[config.mk]
export PLATFORM = sky130hd
export DESIGN_NAME = spi_qspi_host
export DESIGN_NICKNAME = d
export VERILOG_FILES = /design/src/rtl/spi_qspi_host.sv
export SDC_FILE = /design/constraint.sdc
export NUM_CORES = 1
export LEC_CHECK = 0
export ABC_CLOCK_PERIOD_IN_PS = 2850
export BUFFER_PORTS_ARGS = -buffer_cell sky130_fd_sc_hd__buf_2
export CORE_ASPECT_RATIO = 1.5
export CORE_UTILIZATION = 55
export DETAILED_ROUTE_END_ITERATION = 8
export GPL_ROUTABILITY_DRIVEN = 0
export PLACE_DENSITY_LB_ADDON = 0.25
export SYNTH_ARGS = -nofsm -noshare
export SYNTH_HDL_FRONTEND = slang
export SYNTH_SLANG_ARGS = --single-unit
[constraint.sdc]
create_clock -name clk -period 2.85 [get_ports clk]
set_clock_uncertainty 0.2 [all_clocks]
set_input_delay 0 -clock clk [delete_from_list [all_inputs] [get_ports clk]]
set_output_delay 0 -clock clk [all_outputs]
set_load 0.02 [all_outputs]
[src/rtl/spi_qspi_host.sv]
// SPI/QSPI mode-0 initiator with a byte-stream front end.
// It supports single-lane full duplex, quad write, and quad read with dummy cycles.
module spi_qspi_host #(
   parameter int CLK_DIV = 2,
   parameter int LEN_W   = 16
) (
   input  logic             clk,
   input  logic             reset,
   input  logic             cmd_valid,
   output logic             cmd_ready,
   input  logic             cmd_cs,
   input  logic [1:0]       cmd_mode,
   input  logic [LEN_W-1:0] cmd_len,
   input  logic [3:0]       cmd_dummy,
   input  logic [7:0]       tx_data,
   input  logic             tx_valid,
   output logic             tx_ready,
   output logic [7:0]       rx_data,
   output logic             rx_valid,
   output logic             busy,
   output logic             done,
   output logic             spi_cs0,
   output logic             spi_cs1,
   output logic             spi_sclk,
   output logic [3:0]       spi_d_out,
   output logic [3:0]       spi_d_oe,
   input  logic [3:0]       spi_d_in
);
   localparam int DIV_W = $clog2(2*CLK_DIV) + 1;
   localparam logic [DIV_W-1:0] HALF = DIV_W'(CLK_DIV - 1);
   localparam logic [DIV_W-1:0] GAPN = DIV_W'(2*CLK_DIV - 1);

   typedef enum logic [2:0] {S_IDLE, S_LOAD, S_SETUP, S_DUMMY, S_SHIFT, S_HOLD, S_GAP} state_t;
   typedef struct packed {
      logic       cs;
      logic [1:0] mode;
   } cmd_t;

   state_t           state;
   cmd_t             cmd_q;
   logic [LEN_W-1:0] len_cnt;
   logic [3:0]       dummy_cnt;
   logic [DIV_W-1:0] div_cnt;
   logic [7:0]       sh_tx, sh_rx;
   logic [2:0]       bit_cnt, rx_bits;
   logic             first;
   logic [3:0]       d_sync1, d_sync2;
   logic [1:0]       vld_pipe;

   logic       quad;
   logic [2:0] step, rx_bits_next;
   logic [7:0] tx_next, rx_next;

   assign quad         = (cmd_q.mode != 2'd0);
   assign step         = quad ? 3'd4 : 3'd1;
   assign tx_next      = quad ? {sh_tx[3:0], 4'h0} : {sh_tx[6:0], 1'b0};
   assign rx_next      = quad ? {sh_rx[3:0], d_sync2} : {sh_rx[6:0], d_sync2[1]};
   assign rx_bits_next = rx_bits + step;
   assign cmd_ready    = (state == S_IDLE);

   function automatic logic [3:0] lane_out(input logic q, input logic [7:0] b);
      return q ? b[7:4] : {3'b000, b[7]};
   endfunction

   always_ff @(posedge clk) begin
      if (reset) begin
         state     <= S_IDLE;
         cmd_q     <= '0;
         len_cnt   <= '0;
         dummy_cnt <= '0;
         div_cnt   <= '0;
         sh_tx     <= '0;
         sh_rx     <= '0;
         bit_cnt   <= '0;
         rx_bits   <= '0;
         first     <= 1'b0;
         d_sync1   <= '0;
         d_sync2   <= '0;
         vld_pipe  <= '0;
         tx_ready  <= 1'b0;
         rx_data   <= '0;
         rx_valid  <= 1'b0;
         busy      <= 1'b0;
         done      <= 1'b0;
         spi_cs0   <= 1'b1;
         spi_cs1   <= 1'b1;
         spi_sclk  <= 1'b0;
         spi_d_out <= '0;
         spi_d_oe  <= '0;
      end else begin
         d_sync1  <= spi_d_in;
         d_sync2  <= d_sync1;
         vld_pipe <= {vld_pipe[0], 1'b0};
         done     <= 1'b0;
         rx_valid <= 1'b0;

         // Sample two clk after each data rise to cancel the synchronizer delay.
         if (vld_pipe[1]) begin
            sh_rx   <= rx_next;
            rx_bits <= rx_bits_next;
            if (rx_bits_next == 3'd0 && cmd_q.mode != 2'd1) begin
               rx_valid <= 1'b1;
               rx_data  <= rx_next;
            end
         end

         case (state)
            S_IDLE: if (cmd_valid) begin
               cmd_q.cs   <= cmd_cs;
               cmd_q.mode <= (cmd_mode == 2'd3) ? 2'd0 : cmd_mode;
               len_cnt    <= cmd_len;
               dummy_cnt  <= cmd_dummy;
               busy       <= 1'b1;
               first      <= 1'b1;
               bit_cnt    <= '0;
               rx_bits    <= '0;
               sh_tx      <= '0;
               sh_rx      <= '0;
               if (cmd_mode == 2'd2) begin
                  state     <= S_SETUP;
                  div_cnt   <= HALF;
                  spi_cs0   <= cmd_cs;
                  spi_cs1   <= ~cmd_cs;
                  spi_d_oe  <= 4'h0;
                  spi_d_out <= 4'h0;
               end else begin
                  state    <= S_LOAD;
                  tx_ready <= 1'b1;
               end
            end
            S_LOAD: if (tx_valid && tx_ready) begin
               tx_ready  <= 1'b0;
               sh_tx     <= tx_data;
               spi_d_out <= lane_out(quad, tx_data);
               bit_cnt   <= '0;
               div_cnt   <= HALF;
               if (first) begin
                  first    <= 1'b0;
                  state    <= S_SETUP;
                  spi_cs0  <= cmd_q.cs;
                  spi_cs1  <= ~cmd_q.cs;
                  spi_d_oe <= quad ? 4'hF : 4'h1;
               end else begin
                  state <= S_SHIFT;
               end
            end
            S_SETUP: if (div_cnt == '0) begin
               // The low phase was spent in SETUP, so the first edge is a rise.
               spi_sclk <= 1'b1;
               div_cnt  <= HALF;
               if (cmd_q.mode == 2'd2 && dummy_cnt != 4'd0) begin
                  state <= S_DUMMY;
               end else begin
                  state       <= S_SHIFT;
                  bit_cnt     <= bit_cnt + step;
                  vld_pipe[0] <= 1'b1;
               end
            end else begin
               div_cnt <= div_cnt - 1'b1;
            end
            S_DUMMY: if (div_cnt == '0) begin
               div_cnt  <= HALF;
               spi_sclk <= ~spi_sclk;
               if (spi_sclk) begin
                  dummy_cnt <= dummy_cnt - 1'b1;
                  if (dummy_cnt == 4'd1) state <= S_SHIFT;
               end
            end else begin
               div_cnt <= div_cnt - 1'b1;
            end
            S_SHIFT: if (div_cnt == '0) begin
               div_cnt <= HALF;
               if (!spi_sclk) begin
                  spi_sclk    <= 1'b1;
                  bit_cnt     <= bit_cnt + step;
                  vld_pipe[0] <= 1'b1;
               end else begin
                  spi_sclk <= 1'b0;
                  if (bit_cnt != 3'd0) begin
                     sh_tx     <= tx_next;
                     spi_d_out <= lane_out(quad, tx_next);
                  end else if (len_cnt == '0) begin
                     state <= S_HOLD;
                  end else begin
                     len_cnt <= len_cnt - 1'b1;
                     // Quad read streams on; writes stretch sclk low until the next byte.
                     if (cmd_q.mode != 2'd2) begin
                        state    <= S_LOAD;
                        tx_ready <= 1'b1;
                     end
                  end
               end
            end else begin
               div_cnt <= div_cnt - 1'b1;
            end
            S_HOLD: if (div_cnt == '0) begin
               state     <= S_GAP;
               div_cnt   <= GAPN;
               spi_cs0   <= 1'b1;
               spi_cs1   <= 1'b1;
               spi_d_oe  <= 4'h0;
               spi_d_out <= 4'h0;
            end else begin
               div_cnt <= div_cnt - 1'b1;
            end
            S_GAP: if (div_cnt == '0) begin
               state <= S_IDLE;
               busy  <= 1'b0;
               done  <= 1'b1;
            end else begin
               div_cnt <= div_cnt - 1'b1;
            end
            default: state <= S_IDLE;
         endcase
      end
   end
endmodule

==> results.tsv <==
metric	value	unit
status	finished clean	
Post-Synth Adder-Cell Area	0.03139	
CTS Buf Count	9	
ANT cells	0	
dpl hpwl	7366	um
final slew viol count	0	
Req. time, crit path	2910	ps
max_slew headroom	0.5379	
DIE AREA	8340	um2
Ys Warns	0	
drt pass-1 iters	4	
Critical Path End	rx_data[1]$_SDFFE_PP0P_	
post-synthesis register bit count	81	
Worst-Margin Slew	692.2	ps
Clock Latency Late Sink	340	ps
Hold Crit Class	in2reg	
Synth top cells by count	81 x dfxtp_1, 57 x nor2_1, 52 x nand2_1	
layout cells sized above 1	0.1705	
Mapped Cells	528	
WL per Instance	15.19	um
Congestion Overflow GR	0	
DRT iter0 DRCs	226	
CTS tree	built	
share of the synthesized area in the top cell type	0.3699	
Hold Vio Cnt, Final	0	
RSZ-0062 raised after global routing	no	
starting density of the core	0.5723	
Simple-Gate Fraction of Synth Area	0.2469	
crit path kind	reg2reg	
R2R depth	10	
via count	4176	
Clk pin slew, worst setup/hold paths	70	ps
clock sinks	81	
period utilization	0.8997	
row count	39	
Finished Layout Cells	718	
DRC Markers	0	
post-synthesis mux area share	0.05479	
io pins	63	
final worst setup slack	285.8	ps
async set or reset register ratio after synthesis	0	
Hold Path Origin	reset	
FF-to-FF setup slack	290	ps
synthesis-to-finish area growth	23.12	%
PortBufs	62	
Pwr Density	946.9	nW/um2
synthesized area per cell	8.303	um2
CTS root buf	clkbuf_16	
# fillers	604	
leading area contributor after synthesis	dfxtp_1	
vias in the first global route	3972	
DRT antenna net count	0	
max-cap violations	0	
Critical R2R Capture	rx_data[1]$_SDFFE_PP0P_	
CORE AREA	7661	um2
Die Y-Extent	111.3	um
worst-case vdd ir drop	0.0005227	V
Total GRT Usage	0.2772	
top_reg_cell synth	dfxtp_1	
Compound-Gate Fraction of Synth Area	0.2317	
htree depth	3	
endpoints failing setup	0	
most common cell in the netlist	dfxtp_1	
Inst Count DP	665	
PostCTS Resize Cnt	0	
top cells by area, synth	dfxtp_1 37%, mux2i_1 5.5%, nor2_1 4.9%	
main combinational cell family by area after synthesis	simple AND/OR/NAND/NOR gates	
Leak Pwr	0.002141	uW
Crit Path Max Fanout	11	
number of distinct library cells after synthesis	68	
xor/xnor share of the synthesized area	0.007991	
Die W	74.90	um
vias per cell	5.816	
Post-CTS Setup Inserts	0	
achievable frequency	0.3900	GHz
Reg-to-Reg Start	cmd_q[1]$_SDFFE_PP0P_	
sequential fraction of the synthesis area	0.3699	
Syn Std Cell Area	4384	um2
largest net degree at the start of global routing	65	
critical path launch point	cmd_q[1]$_SDFFE_PP0P_	
Setup crit start kind	register	
critical path arrival	2620	ps
clock buffer depth	2	
global-route wire length before repair	17910	um
Synthesized Nets	578	
post-route minimum period	2564	ps
drt total wl	10910	um
# nets final	661	
Setup crit end kind	register	
Placement Setup Slack	267.1	ps
Post-synth EDFFs	0	
initial antenna violation count	0	
TNS Setup	0	ps
-- layout make-up --
cell class	count	area, um2	share of cell area
multi-input combinational	394	2511	0.4652
timing repair buffer	111	770.7	0.1428
clock inverter	7	82.58	0.01530
tap	102	127.6	0.02364
clock buffer	9	225.2	0.04172
sequential	81	1623	0.3006
inverter	14	57.56	0.01066
-- metrics by stage --
step	area [um2]	power, uW	hold WS [ps]	utilization
finish	5398	5111	93.74	0.7046
CTS	5398	5110	89.31	0.7046
global route	5398	5480	129.0	0.7046
floorplan	4384	3374	-71.82	-
detailed placement	4720	3867	17.54	0.6160
global placement	4720	3811	8.147	0.6160
-- registers in the layout, indices dropped and copies added, names as in the netlist, 2 cells and up --
| name | flops |
|---|---|
| spi_d_oe | 2 |
| len_cnt | 16 |
| d_sync2 | 4 |
| d_sync1 | 4 |
| dummy_cnt | 4 |
| sh_tx | 7 |
| state | 3 |
| spi_d_out | 4 |
| sh_rx | 7 |
| rx_bits | 3 |
| rx_data | 8 |
| div_cnt | 3 |
| cmd_q | 3 |
| bit_cnt | 3 |
| vld_pipe | 2 |
-- worst min-delay path by stage --
| stage | endpoint | slack, ps | depth (start not counted) |
|---|---|---|---|
| 2_1_floorplan | d_sync1[0]$_SDFF_PP0_ | -70 | 1 |
| 3_3_place_gp | d_sync1[3]$_SDFF_PP0_ | 8 | 2 |
| 3_5_place_dp | d_sync1[0]$_SDFF_PP0_ | 20 | 2 |
| 4_1_cts | rx_valid$_SDFF_PP0_ | 90 | 3 |
| 5_1_grt | rx_valid$_SDFF_PP0_ | 130 | 3 |
| 6_report | rx_valid$_SDFF_PP0_ | 90 | 3 |
-- cell usage in the layout, fill, tap and decap left out, types with 4 or more instances in the layout --
master         instances
o21ai_1                6
nor3_1                18
a21oi_1               39
a21o_1                 6
o32ai_1                8
mux2i_1               24
nand3_1                8
nor2_1                57
a31oi_1                5
nand3b_1               5
a221oi_1               4
a22oi_1                6
nand2_1               52
ha_1                  11
nand4_1                5
nor4_1                 6
inv_1                 12
inv_6                  5
buf_2                 62
nand2b_1              14
clkbuf_16              9
a211oi_1              22
nor2b_1               15
buf_4                 12
dfxtp_1               80
dlygate4sd3_1         37
o21ai_0               17
-- worst max-delay path, stage by stage (launching register included) --
cell	delay, ps
dfxtp_1	360
or2_1	200
inv_6	70
ha_1	180
ha_1	210
xnor2_1	190
mux2i_1	140
nor4b_4	420
buf_4	250
nor2_1	50
a211oi_1	200
-- routing by layer --
layer	track usage	vias to the layer above	routed length (um)
met1	0.3254	1925	4633
met3	0.05701	33	439
li1	-	2095	-
met2	0.4547	123	5447
met4	0.1585	0	386
met5	0	-	0
-- cell families (layout without fill, tap and decap cells) --
| family | Yosys count | after routing |
|---|---|---|
| xor gates and xnor gates | 4 | 4 |
| buffers and inverters | 53 | 141 |
| adders and majority gates | 11 | 11 |
| DFF | 81 | 81 |
| AOI/OAI and AO/OA | 148 | 148 |
| muxes | 24 | 24 |
| and+or+nand+nor | 207 | 207 |
-- where the power goes --
group,switching (uW),leakage [uW],internal (uW)
Sequential,247,0.000661,1360
Clock,490,0.000151,694
Combinational,1410,0.00133,914
-- what timing repair did --
item,4_1_cts,5_1_grt
setup endpoints to repair,0,0
endpoints found under the hold margin,43,0
hold buffers,37,0
Note: power is estimated with default switching activity, not from simulation.
